**config.mk**
```make
export PLATFORM = sky130hd
export DESIGN_NAME = multiport_regfile_flat
export DESIGN_NICKNAME = d
export VERILOG_FILES = /design/src/rtl/regfile_pkg.sv /design/src/rtl/multiport_regfile_if.sv /design/src/rtl/regfile_bypass_mux.sv /design/src/rtl/multiport_regfile.sv /design/src/flat_wrapper.sv
export SDC_FILE = /design/constraint.sdc
export NUM_CORES = 2
export LEC_CHECK = 0
export ABC_CLOCK_PERIOD_IN_PS = 3300
export CORE_ASPECT_RATIO = 1.5
export CORE_MARGIN = 2
export CORE_UTILIZATION = 55
export CTS_BUF_LIST = sky130_fd_sc_hd__clkbuf_4 sky130_fd_sc_hd__clkbuf_8 sky130_fd_sc_hd__clkbuf_16
export DETAILED_ROUTE_END_ITERATION = 6
export HOLD_SLACK_MARGIN = 0.08
export MAX_ROUTING_LAYER = met4
export PLACE_DENSITY = 0.79
export RECOVER_POWER = 100
export SLEW_MARGIN = 40
export SYNTH_ARGS = -nofsm -noshare
export SYNTH_HDL_FRONTEND = slang
export SYNTH_SLANG_ARGS = --single-unit
```
**constraint.sdc**
```tcl
create_clock -name clk -period 3.3 [get_ports clk]
set_input_delay 0.66 -clock clk [delete_from_list [all_inputs] [get_ports clk]]
set_output_delay 0.66 -clock clk [all_outputs]
set_load 0.02 [all_outputs]
```
**src/rtl/regfile_pkg.sv**
```systemverilog
// Shared definitions for the multi-port register file.
//   bits()     : address width for a given register count (never below 1)
//   sliceLsb() : LSB of lane idx within a packed multi-port bus
//   Def*       : default geometry constants
package regfile_pkg;

   localparam int unsigned DefWordLen   = 32;
   localparam int unsigned DefWordCount = 32;
   localparam int unsigned DefNR        = 3;
   localparam int unsigned DefNW        = 2;

   function automatic int unsigned bits(input int unsigned n);
      return (n > 1) ? $clog2(n) : 1;
   endfunction

   function automatic int unsigned sliceLsb(input int unsigned idx, input int unsigned width);
      return idx * width;
   endfunction

endpackage

```
**src/rtl/multiport_regfile_if.sv**
```systemverilog
// Bus bundle for the register file: write ports, alloc port and read ports.
//   master : issue/writeback side, drives addresses, data and enables
//   slave  : the register file, returns read data and busy flags
interface multiport_regfile_if
   import regfile_pkg::*;
#(
   parameter int unsigned WordLen   = DefWordLen,
   parameter int unsigned WordCount = DefWordCount,
   parameter int unsigned NR        = DefNR,
   parameter int unsigned NW        = DefNW
);
   localparam int unsigned AW = bits(WordCount);

   logic [NW-1:0]         wr_en;
   logic [NW*AW-1:0]      wr_addr;
   logic [NW*WordLen-1:0] wr_data;
   logic                  alloc_en;
   logic [AW-1:0]         alloc_addr;
   logic [NR*AW-1:0]      rd_addr;
   logic [NR*WordLen-1:0] rd_data;
   logic [NR-1:0]         rd_busy;

   modport master (
      output wr_en, wr_addr, wr_data, alloc_en, alloc_addr, rd_addr,
      input  rd_data, rd_busy
   );

   modport slave (
      input  wr_en, wr_addr, wr_data, alloc_en, alloc_addr, rd_addr,
      output rd_data, rd_busy
   );

endinterface

```
**src/rtl/regfile_bypass_mux.sv**
```systemverilog
// One read port of the register file.
//   rst       : bypass is suppressed while high
//   rdAddr    : register being read
//   wrEn/wrAddr/wrData : this cycle's packed write ports (bypass sources)
//   arrayData/arrayBusy: stored value and busy bit of rdAddr
//   rdData/rdBusy      : resolved read result
module regfile_bypass_mux
   import regfile_pkg::*;
#(
   parameter int unsigned WordLen   = DefWordLen,
   parameter int unsigned WordCount = DefWordCount,
   parameter int unsigned NW        = DefNW,
   localparam int unsigned AW       = bits(WordCount)
) (
   input  logic                  rst,
   input  logic [AW-1:0]         rdAddr,
   input  logic [NW-1:0]         wrEn,
   input  logic [NW*AW-1:0]      wrAddr,
   input  logic [NW*WordLen-1:0] wrData,
   input  logic [WordLen-1:0]    arrayData,
   input  logic                  arrayBusy,
   output logic [WordLen-1:0]    rdData,
   output logic                  rdBusy
);

   always_comb begin
      rdData = arrayData;
      rdBusy = arrayBusy;
      // Ascending scan so the highest-indexed hitting port overrides earlier ones.
      for (int i = 0; i < int'(NW); i++) begin
         if (!rst && wrEn[i] && (wrAddr[sliceLsb(i, AW) +: AW] == rdAddr)) begin
            rdData = wrData[sliceLsb(i, WordLen) +: WordLen];
            rdBusy = 1'b0;
         end
      end
      // Applied last: masks both bypass hits on r0 and an unreset array entry.
      if (rdAddr == '0) begin
         rdData = '0;
         rdBusy = 1'b0;
      end
   end

endmodule

```
**src/rtl/multiport_regfile.sv**
```systemverilog
// Multi-port integer register file with write-through bypass and busy scoreboard.
//   clk : clock, all state updates on posedge
//   rst : synchronous active-high reset, clears data and busy bits
//   bus : slave side of multiport_regfile_if (NW write ports, one alloc port,
//         NR combinational read ports with busy flags)
module multiport_regfile
   import regfile_pkg::*;
#(
   parameter int unsigned WordLen   = DefWordLen,
   parameter int unsigned WordCount = DefWordCount,
   parameter int unsigned NR        = DefNR,
   parameter int unsigned NW        = DefNW
) (
   input logic                 clk,
   input logic                 rst,
   multiport_regfile_if.slave  bus
);

   localparam int unsigned AW = bits(WordCount);

   logic [WordLen-1:0]   regsQ [WordCount];
   logic [WordLen-1:0]   regsD [WordCount];
   logic [WordCount-1:0] busyQ;
   logic [WordCount-1:0] busyD;
   logic [AW-1:0]        wAddr;

   always_comb begin
      regsD = regsQ;
      busyD = busyQ;
      wAddr = '0;
      // Later ports overwrite earlier ones: highest index wins on conflict.
      for (int i = 0; i < int'(NW); i++) begin
         wAddr = bus.wr_addr[sliceLsb(i, AW) +: AW];
         if (bus.wr_en[i] && (wAddr != '0)) begin
            regsD[wAddr] = bus.wr_data[sliceLsb(i, WordLen) +: WordLen];
            busyD[wAddr] = 1'b0;
         end
      end
      // Alloc after writes: a newly issued producer outranks a completing one.
      if (bus.alloc_en && (bus.alloc_addr != '0)) begin
         busyD[bus.alloc_addr] = 1'b1;
      end
   end

   always_ff @(posedge clk) begin
      if (rst) begin
         regsQ <= '{default: '0};
         busyQ <= '0;
      end else begin
         regsQ <= regsD;
         busyQ <= busyD;
      end
   end

   for (genvar j = 0; j < int'(NR); j++) begin : gRead
      logic [AW-1:0] rAddr;
      assign rAddr = bus.rd_addr[sliceLsb(j, AW) +: AW];

      regfile_bypass_mux #(
         .WordLen   (WordLen),
         .WordCount (WordCount),
         .NW        (NW)
      ) uMux (
         .rst       (rst),
         .rdAddr    (rAddr),
         .wrEn      (bus.wr_en),
         .wrAddr    (bus.wr_addr),
         .wrData    (bus.wr_data),
         .arrayData (regsQ[rAddr]),
         .arrayBusy (busyQ[rAddr]),
         .rdData    (bus.rd_data[sliceLsb(j, WordLen) +: WordLen]),
         .rdBusy    (bus.rd_busy[j])
      );
   end

endmodule

```
**src/flat_wrapper.sv**
```systemverilog
// flat-port wrapper written by rule: the top's interface ports become plain ports
module multiport_regfile_flat import regfile_pkg::*;
#(
   parameter int unsigned WordLen   = DefWordLen,
   parameter int unsigned WordCount = DefWordCount,
   parameter int unsigned NR        = DefNR,
   parameter int unsigned NW        = DefNW
)
  (clk, rst, bus_wr_en, bus_wr_addr, bus_wr_data, bus_alloc_en, bus_alloc_addr, bus_rd_addr, bus_rd_data, bus_rd_busy);
  multiport_regfile_if #(.WordLen(WordLen), .WordCount(WordCount), .NR(NR), .NW(NW)) bus_i ();
  input logic clk;
  input logic rst;
  input wire logic [$bits(bus_i.wr_en)-1:0] bus_wr_en;
  input wire logic [$bits(bus_i.wr_addr)-1:0] bus_wr_addr;
  input wire logic [$bits(bus_i.wr_data)-1:0] bus_wr_data;
  input wire logic [$bits(bus_i.alloc_en)-1:0] bus_alloc_en;
  input wire logic [$bits(bus_i.alloc_addr)-1:0] bus_alloc_addr;
  input wire logic [$bits(bus_i.rd_addr)-1:0] bus_rd_addr;
  output wire logic [$bits(bus_i.rd_data)-1:0] bus_rd_data;
  output wire logic [$bits(bus_i.rd_busy)-1:0] bus_rd_busy;
  assign bus_i.wr_en = bus_wr_en;
  assign bus_i.wr_addr = bus_wr_addr;
  assign bus_i.wr_data = bus_wr_data;
  assign bus_i.alloc_en = bus_alloc_en;
  assign bus_i.alloc_addr = bus_alloc_addr;
  assign bus_i.rd_addr = bus_rd_addr;
  assign bus_rd_data = bus_i.rd_data;
  assign bus_rd_busy = bus_i.rd_busy;
  multiport_regfile #(.WordLen(WordLen), .WordCount(WordCount), .NR(NR), .NW(NW)) u_core (.clk(clk), .rst(rst), .bus(bus_i));
endmodule
```
==> results.tsv <==
metric	value	unit
worstSetupPathType	in2out	
placementRows	163	
cts_tree	built	
drtAntennaViolNets	0	
dieHeight	450	um
ys_async_sr_fraction	0	%
pwr-share-clk	40.2	%
clk_latency	0.78	ns
tns	-75.40	ns
yosys_warnings	0	
ys_ff_latch	1056	
synth_edf_count	0	
synth_top_area_cell	dfxtp_1	
pre_cts_ws	-1.22	ns
fin_crit_sh	115	%
crit_path_start	bus_rd_addr[5]	
reg2reg_depth	3	
placed_cells	9400	
synthTopCellsByCount	mux2i_1, nor2_1, dfxtp_1	
cp-end-kind	output pin	
drt_first_pass_iters	7	
grt_use_total	56.3	%
critPathRequiredTime	2.64	ns
grt_max_degree	130	
critPathLaunchType	input port	
layout.nets	8134	
synth_cell_types	57	
setup_viol	651	
cts_hold_buf	0	
coreArea	132000	um^2
wl_per_cell	39.3	um
grt_pass1_wl	537000	um
initial_core_util	55.5	%
place.gp.congestion	1.08	
synth_ff_type	dfxtp_1	
clk_pin_slew_worst_paths	0.06	ns
drt_wl_total	389000	um
p_switching	10.2	mW
layout-drive-gt1-share	31.6	%
slew_violations	54	
die_x	302	um
worst_slack	-0.501	ns
avgSynthCellArea	9.58	um^2
leakagePower	35.7	nW
synth_cells	7626	
slew_headroom	-38.3	%
timing.rr.start	u_core.regsQ[462]$_SDFF_PP0_	
cts_buffer_depth	3	
failed_checks	DRC, capacitance limit, slew limit, setup timing	
h-tree-depth	3	
combPwrFrac	20.1	%
cts_sinks	1056	
netlist_area	73100	um^2
worst_pin_slew	2.07	ns
maxCapViolations	2	
drtIter0Drc	16000	
yosys.area.top_type_share	28.9	%
synth.net_count	7725	
dp.final_hpwl	236000	um
drc	236	
grt-ovfl-total	0	
synth.most_common_cell	mux2i_1	
synth_area_leaders	dfxtp_1, mux4_2, mux2i_1	
vias	80100	
ys_seq_area_share	28.9	%
layout_min_cycle_time	3.80	ns
internal-power	23.2	mW
cp_max_fo	6	
p_sw_share	30.6	%
power_density	362	nW/um^2
port_buffers	197	
holdWs	0.399	ns
ios	198	
outcome	finished with violations	
hp-start	bus_wr_data[17]	
cts_buffers	104	
antenna_found_initial	23	
stdcell_count	9889	
worstHoldPathType	in2reg	
max-vdd-ir-drop	0.516	mV
dieArea	136000	um^2
holdPathStages	3	
fill_cells	9274	
area_growth	26.2	%
vias_per_cell	8.10	
worstPathArrival	3.14	ns
rsz0062_at_grt	yes	
finClkSkew	0	ns
grt_pass1_vias	76100	
fmax	263	MHz
p_seq_share	39.7	%
finalHoldViolations	0	
root_buffer	clkbuf_16	
-- critical path, stage by stage --
cell	delay, ns
buf_12	0.15
buf_12	0.16
buf_12	0.14
xnor2_4	0.11
nand4_1	0.15
o21bai_4	0.14
or2_4	0.30
buf_12	0.16
buf_6	0.13
a211oi_4	0.45
a221o_2	0.37
buf_6	0.17
-- state kept, by name, summed over array words and instances, names as in the netlist --
name          count
u_core.regsQ   1024
u_core.busyQ     32
-- kinds of logic (layout without fill, tap and decap cells) --
family	Yosys count	count (layout)	synth area share (%)
xor+xnor	26	26	0.312
buf+inv	1091	1588	6.38
other cells	0	34	0
flops	1056	1056	28.9
simple gates	1874	1874	10.6
mux	1865	1865	36.1
compound gates	1714	1714	17.7
-- per-stage QoR --
stage	instance area, um^2	power (mW)	utilization [%]
global placement	83000	18.9	63.0
detailed placement	83100	19.0	63.1
floorplan	73100	16.3	-
finish	92300	33.4	70.0
global route	92200	33.6	70.0
CTS	90800	32.4	68.9
-- path summary, 6_finish.rpt --
check,slack [ns],end
max,-0.50,bus_rd_data[49]
min,0.40,u_core.regsQ[241]$_SDFF_PP0_
max reg2reg,2.31,u_core.regsQ[462]$_SDFF_PP0_
min reg2reg,0.50,u_core.regsQ[1015]$_SDFF_PP0_
-- routing by layer --
metal	vias to the layer above	GRT usage [%]	wire length (um)
li1	30100	-	-
met1	37600	60.1	116000
met2	8828	73.6	151000
met3	3600	29.9	72000
met4	0	52.2	49600
met5	-	-	0
-- area by class of cell --
cell class | instances | area [um^2] | share of cell area, %
Antenna cell | 34 | 85.1 | 0.0922
Clock buffer | 145 | 3120 | 3.39
Clock inverter | 49 | 593 | 0.643
Inverter | 9 | 33.8 | 0.0366
Multi-Input combinational cell | 5479 | 49800 | 54.0
Sequential cell | 1056 | 21200 | 23.0
Tap cell | 1732 | 2170 | 2.35
Timing Repair Buffer | 1385 | 15200 | 16.5
-- cell usage in the layout, fill, tap and decap left out, types with 24 or more instances in the layout --
cell type           n
a211oi_1          801
a21oi_1           149
a21oi_2            33
a221o_1            29
a22oi_1            63
a22oi_2            94
a311oi_1          192
buf_12            230
buf_16             31
buf_4             714
buf_6             208
buf_8              36
clkbuf_16         119
clkbuf_2           32
clkbuf_4           41
clkdlybuf4s50_1    69
clkinv_2           24
dfxtp_1          1017
dfxtp_2            39
diode_2            34
mux2i_1          1225
mux4_2            607
nand2_1           362
nand2_2            39
nand2_4            41
nand3_1           192
nor2_1           1061
nor2b_1            40
o21ai_0            39
o221ai_1          162
-- power by group through the flow --
stage	combinational (mW)	sequential, mW	clock [mW]
final	6.73	13.3	13.4
after global routing	6.67	13.3	13.7
after CTS	6.02	13.2	13.2
after detailed placement	5.50	13.5	0
after global placement	5.44	13.5	0
after floorplan	2.91	13.4	0
-- repair_timing --
action | CTS | global route
resized for setup | 951 | 365
cloned | 18 | 10
pin swaps | 143 | 154
endpoints found under the setup margin | 99 | 99
setup buffers | 161 | 124
(Power assumes the default switching activity.)
